--- config.mk ---
export PLATFORM = sky130hd
export DESIGN_NAME = alu_ctrl_unit
export DESIGN_NICKNAME = d
export VERILOG_FILES = /design/src/rtl/alu_ctrl_unit.sv
export SDC_FILE = /design/constraint.sdc
export NUM_CORES = 1
export LEC_CHECK = 0
export ABC_AREA = 1
export ABC_CLOCK_PERIOD_IN_PS = 2000
export CAP_MARGIN = 15
export CORE_MARGIN = 2
export CORE_UTILIZATION = 51
export CTS_CLUSTER_SIZE = 30
export DETAILED_ROUTE_END_ITERATION = 10
export PLACE_DENSITY = 0.92
export SYNTH_ARGS = -nofsm -noshare
export SYNTH_HDL_FRONTEND = slang
export SYNTH_SLANG_ARGS = --single-unit
--- constraint.sdc ---
create_clock -name clk -period 2 [get_ports clk]
set_input_delay 0.2 -clock clk [delete_from_list [all_inputs] [get_ports clk]]
set_output_delay 0.2 -clock clk [all_outputs]
set_load 0.1 [all_outputs]
--- src/rtl/alu_ctrl_unit.sv ---
// -----------------------------------------------------------------------------
// alu_ctrl_unit
//   Registered ALU/MDU control for the ID->EX boundary. Decodes aluop/func into
//   an ALU control code, flags illegal funcs, and sequences multi-cycle
//   mult/div operations with a small IDLE/BUSY/DONE FSM that can stall ID.
//
// Optional feature macro: ALU_CTRL_DIV_EN
//   defined   : div/divu are legal MDU ops with latency DIV_CYCLES
//   undefined : div/divu decode as illegal and never start the MDU
//
// Ports
//   clk         in   1      clock
//   reset       in   1      synchronous, active-high; all outputs go to 0
//   valid_in    in   1      instruction present in ID
//   aluop       in   AOPW   from main decoder (values >= 4 are illegal)
//   func        in   6      instr[5:0]
//   stall_in    in   1      hazard-unit hold; freezes output regs
//   flush       in   1      clears ctrl_valid on the next edge
//   alucontrol  out  CTRLW  registered ALU op
//   ctrl_valid  out  1      registered valid
//   illegal     out  1      registered illegal-func/aluop flag
//   md_start    out  1      1-cycle pulse launching the MDU
//   md_op       out  2      00 mult, 01 multu, 10 div, 11 divu; held while busy
//   hilo_we     out  1      1-cycle pulse, MDU result write to HI/LO
//   stall_out   out  1      combinational stall request to hazard unit
// -----------------------------------------------------------------------------
module alu_ctrl_unit #(
  parameter int AOPW       = 2,
  parameter int CTRLW      = 4,
  parameter int MUL_CYCLES = 4,
  parameter int DIV_CYCLES = 32
) (
  input  logic             clk,
  input  logic             reset,
  input  logic             valid_in,
  input  logic [AOPW-1:0]  aluop,
  input  logic [5:0]       func,
  input  logic             stall_in,
  input  logic             flush,
  output logic [CTRLW-1:0] alucontrol,
  output logic             ctrl_valid,
  output logic             illegal,
  output logic             md_start,
  output logic [1:0]       md_op,
  output logic             hilo_we,
  output logic             stall_out
);

  // Counter is sized for the longest configured latency; it only ever holds
  // LAT-2, so the wider of the two latencies bounds it.
  localparam int LATMAX = (MUL_CYCLES > DIV_CYCLES) ? MUL_CYCLES : DIV_CYCLES;
  localparam int CNTW   = (LATMAX > 2) ? $clog2(LATMAX) : 1;
  localparam logic [CNTW-1:0] MUL_INIT = CNTW'(MUL_CYCLES - 2);
`ifdef ALU_CTRL_DIV_EN
  localparam logic [CNTW-1:0] DIV_INIT = CNTW'(DIV_CYCLES - 2);
`endif

  typedef enum logic [1:0] {
    IDLE = 2'b00,
    BUSY = 2'b01,
    DONE = 2'b10
  } state_t;

  state_t          state, state_nxt;
  logic [CNTW-1:0] cnt, cnt_nxt;

  logic [3:0] ctrl_p0;
  logic       ill_p0;
  logic       md_p0;
  logic [1:0] mdop_p0;
  logic       hilo_rd_p0;
  logic       stall_req;

  // ---- stage p0: combinational decode of the instruction in ID ----
  always_comb begin
    ctrl_p0    = 4'b0000;
    ill_p0     = 1'b0;
    md_p0      = 1'b0;
    mdop_p0    = 2'b00;
    hilo_rd_p0 = 1'b0;
    if (aluop == AOPW'(0)) begin
      ctrl_p0 = 4'b0100;
    end else if (aluop == AOPW'(1)) begin
      ctrl_p0 = 4'b1100;
    end else if (aluop == AOPW'(3)) begin
      ctrl_p0 = 4'b0001;
    end else if (aluop == AOPW'(2)) begin
      case (func)
        6'b100000: ctrl_p0 = 4'b0100;
        6'b100010: ctrl_p0 = 4'b1100;
        6'b100100: ctrl_p0 = 4'b0000;
        6'b100101: ctrl_p0 = 4'b0001;
        6'b100110: ctrl_p0 = 4'b0101;
        6'b100111: ctrl_p0 = 4'b0110;
        6'b101010: ctrl_p0 = 4'b1111;
        6'b101011: ctrl_p0 = 4'b1110;
        6'b000000: ctrl_p0 = 4'b0010;
        6'b000010: ctrl_p0 = 4'b0011;
        6'b010000: begin ctrl_p0 = 4'b1000; hilo_rd_p0 = 1'b1; end
        6'b010010: begin ctrl_p0 = 4'b1001; hilo_rd_p0 = 1'b1; end
        6'b011000: begin md_p0 = 1'b1; mdop_p0 = 2'b00; end
        6'b011001: begin md_p0 = 1'b1; mdop_p0 = 2'b01; end
`ifdef ALU_CTRL_DIV_EN
        6'b011010: begin md_p0 = 1'b1; mdop_p0 = 2'b10; end
        6'b011011: begin md_p0 = 1'b1; mdop_p0 = 2'b11; end
`endif
        default:   ill_p0 = 1'b1;
      endcase
    end else begin
      ill_p0 = 1'b1;
    end
  end

  // A new MDU op, or a HI/LO read, must wait until the MDU is back in IDLE.
  assign stall_req = valid_in & (md_p0 | hilo_rd_p0) & (state != IDLE);
  assign stall_out = stall_req & ~reset;

  // ---- MDU sequencer: next state ----
  always_comb begin
    state_nxt = state;
    cnt_nxt   = cnt;
    md_start  = 1'b0;
    hilo_we   = 1'b0;
    case (state)
      IDLE: begin
        if (!reset && valid_in && md_p0 && !stall_in && !flush) begin
          md_start  = 1'b1;
          state_nxt = BUSY;
`ifdef ALU_CTRL_DIV_EN
          cnt_nxt   = mdop_p0[1] ? DIV_INIT : MUL_INIT;
`else
          cnt_nxt   = MUL_INIT;
`endif
        end
      end
      BUSY: begin
        if (cnt == '0) state_nxt = DONE;
        else           cnt_nxt   = cnt - 1'b1;
      end
      DONE: begin
        hilo_we   = ~reset;
        state_nxt = IDLE;
      end
      default: state_nxt = IDLE;
    endcase
  end

  always_ff @(posedge clk) begin
    if (reset) begin
      state <= IDLE;
      cnt   <= '0;
      md_op <= 2'b00;
    end else begin
      state <= state_nxt;
      cnt   <= cnt_nxt;
      if (md_start) md_op <= mdop_p0;
    end
  end

  // ---- stage p1: registered control toward EX ----
  always_ff @(posedge clk) begin
    if (reset) begin
      alucontrol <= '0;
      ctrl_valid <= 1'b0;
      illegal    <= 1'b0;
    end else if (flush) begin
      ctrl_valid <= 1'b0;
    end else if (!(stall_in || stall_req)) begin
      alucontrol <= CTRLW'(ctrl_p0);
      ctrl_valid <= valid_in;
      illegal    <= ill_p0;
    end
  end

endmodule

# Yosys cells after proc, flatten, opt, wreduce, memory -nomap -nowiden
# Index checks and enable logic that the tools add are counted.
[totals]
register_bits = 15
[op_classes]
n_addsub = 1
n_eq_ne = 21
mux = 34
n_bitwise = 7
reduce_logical = 21
[op_table]
columns = ["cell", "n"]
rows = [
  ["== test 6 bit, second input constant", 8],
  ["one-hot mux 4 bit (11 select lines)", 1],
  ["== test 6 x 5 -> 1 bit, second input constant", 4],
  ["2-to-1 mux 1 bit", 23],
  ["2-to-1 mux 4 bit", 4],
  ["OR reduction 14 bit", 1],
  ["2-to-1 mux 5 bit", 2],
  ["one-hot mux 5 bit (2 select lines)", 1],
  ["== test 2 bit, second input constant", 3],
  ["== test 6 x 2 -> 1 bit, second input constant", 1],
  ["logical NOT 6 bit", 1],
  ["!= test 2 bit, second input constant", 3],
  ["OR reduction 2 bit", 3],
  ["logical NOT 5 bit", 1],
  ["subtractor 5 x 1 -> 5 bit, second input constant", 1],
  ["== test 2 x 1 -> 1 bit, second input constant", 2],
  ["logical AND 1 bit", 4],
  ["logical NOT 2 bit", 2],
  ["2-to-1 mux 2 bit", 2],
  ["one-hot mux 2 bit (2 select lines)", 1],
  ["AND reduction 2 bit", 2],
  ["nonzero test 2 bit", 2],
  ["AND 1 bit", 3],
  ["logical NOT 1 bit", 3],
  ["other kinds (4)", 6],
]

# Depth between registers and ports, before layout
[depth]
depth_word = 13
mapped_depth = 10

# Least setup slack after synthesis
# No wires, ideal clock.
[synth_path]
path_kind = "input -> output"
startpoint = "input reset"
endpoint = "output hilo_we"
t_arrival_ps = 2478
setup_slack_ps = -678
stages = 2
path_buffers = 1
path_cell_list = "clkbuf_1 > nor3_1"
[synth_between]
elab_chain_len = 2
[synth_lines]
columns = ["element", "line_no", "text"]
rows = [
  ["from (decl)", "34", "input logic reset,"],
  ["NOT 1 bit", "141", "hilo_we = ~reset;"],
  ["2-to-1 mux 1 bit", "124", "case (state)"],
  ["to (decl)", "45", "output logic hilo_we,"],
]
# No other way between the ends.

# Worst setup path in the final report
[layout_path]
startpoint = "input func[3]"
endpoint = "output md_start"
[layout_between]
elab_chain_len = 12
elab_cells_between_ends = 13
cone_classes = "2 x eq/ne; 7 x mux; 4 x reduce/logical"
[layout_lines]
columns = ["element", "line_no", "text"]
rows = [
  ["from (decl)", "37", "input logic [5:0] func,"],
  ["== test 6 x 5 -> 1 bit", "88", "case (func)"],
  ["OR reduction 2 bit (no source line) (*)", "-", ""],
  ["2-to-1 mux 1 bit (*)", "88", ""],
  ["2-to-1 mux 1 bit (*)", "87", "end else if (aluop == AOPW'(2)) begin"],
  ["2-to-1 mux 1 bit (*)", "85", "end else if (aluop == AOPW'(3)) begin"],
  ["2-to-1 mux 1 bit (*)", "83", "end else if (aluop == AOPW'(1)) begin"],
  ["2-to-1 mux 1 bit (*)", "81", "if (aluop == AOPW'(0)) begin"],
  ["logical AND 1 bit (*) (3 in series)", "126", "if (!reset && valid_in && md_p0 && !stall_in && !flush) begin"],
  ["2-to-1 mux 1 bit (*)", "126", ""],
  ["2-to-1 mux 1 bit (*)", "124", ""],
  ["to (decl)", "43", "output logic md_start,"],
]
# Mark *: on every way between the ends. The rest lies on a longest branch, timed or not.

==> summary.txt <==
Sequential cell fraction of total power: 44.6%
Mux share of post-synthesis cell area: 0%
Fill cells: 134
Post-CTS Setup Bufs: 0
Internal power: 0.440 mW
Post-Synth Adder-Cell Area: 2.71%
DP HPWL: 1710 um
Commonest non-fill, non-tap cell in the layout: nor2_1
Skew final: 0.00873 ns
Post-cts repair resize count: 0
Global-route wire length before repair: 3510 um
Power Density: 522 nW/um2
Seq cells post-synth: 14
Diode count: 0
Largest net degree at the start of global routing: 12
NetSw: 0.201 mW
Mapped Cells: 139
Num CTS Buffers: 3
Vias in the first global route: 833
Top cells by area, synth: dfxtp_1, nor2_1, nand2_1
Largest family of logic cells by synthesized area: simple AND/OR/NAND/NOR gates
Crit path max fanout: 4
Synth Area in Simple Gates: 39.8%
Worst-Skew Late Latency: 0.29 ns
CTS sink count: 14
Hold Fails Final Rpt: 0
Critical Path AT: 1.61 ns
Power, Total: 0.641 mW
Initial antenna violation count: 0
Die height: 46.6 um
DRT Pass-1 Iters: 4
Commonest cells after routing, fill and taps aside: nor2_1, nand2_1, inv_1, dfxtp_1, clkdlybuf4s50_1
Setup CP Type: input port to output pin
Leak: 0.543 nW
# setup viols final: 0
Congestion Overflow GR: 0
Compound-cell area share of the yosys netlist: 13.7%
Tcrit/Tclk final: 90.7%
RSZ-0062 raised after global routing: false
Synth Area in XOR/XNOR: 2.85%
Initial core utilization: 54.1%
Share of cells above drive strength 1: 19.5%
Vias per inst: 5.17
Hold_buf cts: 0
Layout Area Growth over Synthesis: 32.9%
Hold Path Class: flip-flop to flip-flop
Critical Path RT: 1.80 ns
Placer Congestion: 0.848
CP endpoint kind: output pin
Cell accounting for the most synthesized area: dfxtp_1
Clk pin slew, worst setup/hold paths: 0.09 ns
Critical path's slowest cell: clkdlybuf4s50_1
Drt drc: 0
Core area: 1710 um2
WL final: 2210 um
Yosys top cell area share: 30.4%
Syn avg cell area: 6.64 um2
Final Instance Area: 1230 um2
First DRT Iteration DRCs: 30
Syn Nets: 154
PortBufs: 22
CP Cell Sequence: clkdlybuf4s50_1 -> inv_1 -> nor2_4 -> nand4_1 -> nor2_2 -> buf_12
Critical Path Max Stage Delay: 0.54 ns
CTS tree: built
Root Driver: clkbuf_4
Synth Cell Area: 923 um2
Detail Route Antenna Nets: 0
Total GRT Usage: 22.9%
Die width: 46.6 um
Run status: complete, no violations
Vias: 977
Unique cell type count in the Yosys netlist: 27
Min Clock Period, post-route: 1.81 ns
IO Pins: 24
Clock Tree Buf Depth: 2
Max Clk Rate: 551 MHz
Maxcap violations: 0
Die ar.: 2170 um2
Max IR drop VDD: 0.515 mV
Setup crit start kind: input port
Yosys warning count: 0
Sw Share: 31.3%
Placed cell area: 1190 um2
Final #Nets: 180
Post-synthesis sequential area ratio: 30.4%
Row cnt: 15
H-tree depth: 1
Setup Total Neg Slack: 0 ns
Drt wl/cell: 11.7 um
Clock Power Share: 32.9%
Comb pwr share: 22.6%
Slew Viols, Final: 0
[per-stage QoR]
step	hold slack [ns]	util [%]	std cells	worst slack, ns
after floorplan	0.367	-	139	0.0821
after global placement	0.459	69.7	185	0.237
after detailed placement	0.472	69.7	185	0.186
after CTS	0.496	71.9	189	0.187
after global routing	0.528	71.9	189	0.126
final	0.492	71.9	189	0.186
[area by class of cell]
cell class,count,area (um2),share of cell area [%]
well taps,25,31.3,2.55
clock buffers,4,36.3,2.96
flip-flops and latches,14,280,22.8
inverters,22,82.6,6.73
repair buffers,23,240,19.6
multi-input cells,101,557,45.4
[kinds of logic (layout without fill, tap and decap cells)]
family | count (synthesis) | after routing
compound gates | 23 | 23
xor+xnor | 3 | 3
fa+ha+maj | 2 | 2
buf+inv | 24 | 49
flops | 14 | 14
other cells | 1 | 1
simple gates | 72 | 72
[registers in the layout, indices dropped and copies added, names as in the netlist]
signal	cells
cnt	5
alucontrol	4
state	2
ctrl_valid	1
illegal	1
md_op	1
[worst paths after layout]
kind         slack [ns]  depth (start not counted)                    start                       to
min                0.49                          2  ctrl_valid$_SDFFE_PP0N_  ctrl_valid$_SDFFE_PP0N_
max                0.19                          6                  func[3]                 md_start
min reg2reg        0.49                          2  ctrl_valid$_SDFFE_PP0N_  ctrl_valid$_SDFFE_PP0N_
max reg2reg        0.43                          9      cnt[0]$_SDFFE_PP0P_      cnt[4]$_SDFFE_PP0P_
[metal layers]
layer | share of wire [%] | vias up | global-route usage, %
met2 | 49 | 41 | 37.2
met5 | 0 | - | 0
met3 | 7.5 | 4 | 7.06
li1 | - | 501 | -
met4 | 0.86 | 0 | 6.29
met1 | 43 | 431 | 29.0
[Yosys cell counts]
master    instances
nor2_4            4
ha_1              2
o21ai_2           1
nand3_4           1
a21oi_2           1
inv_2             3
o21ai_1           1
o21ai_0           7
a21oi_1          11
dfxtp_1          14
nand3_1           7
nand2_2           1
nand4_1           7
xnor2_1           1
nor2_2            2
nand2_1          20
conb_1            1
buf_4             1
nor2_1           23
o21a_1            1
nand3_2           2
a31oi_1           1
clkbuf_1          1
or2_1             1
nor3_1            4
xor2_1            2
inv_1            19
[critical path: cells and delay by family]
kind	cells	cell delay, ns
buffers and inverters	3	0.86
and+or+nand+nor	3	0.54
[power groups by stage]
| stage | logic, mW | clock network (mW) | registers, mW |
|---|---|---|---|
| floorplan | 0.0582 | 0 | 0.327 |
| global placement | 0.140 | 0 | 0.292 |
| detailed placement | 0.143 | 0 | 0.292 |
| CTS | 0.144 | 0.212 | 0.286 |
| global route | 0.154 | 0.222 | 0.286 |
| finish | 0.145 | 0.211 | 0.286 |
No activity file was read; power rests on OpenSTA's default activity.
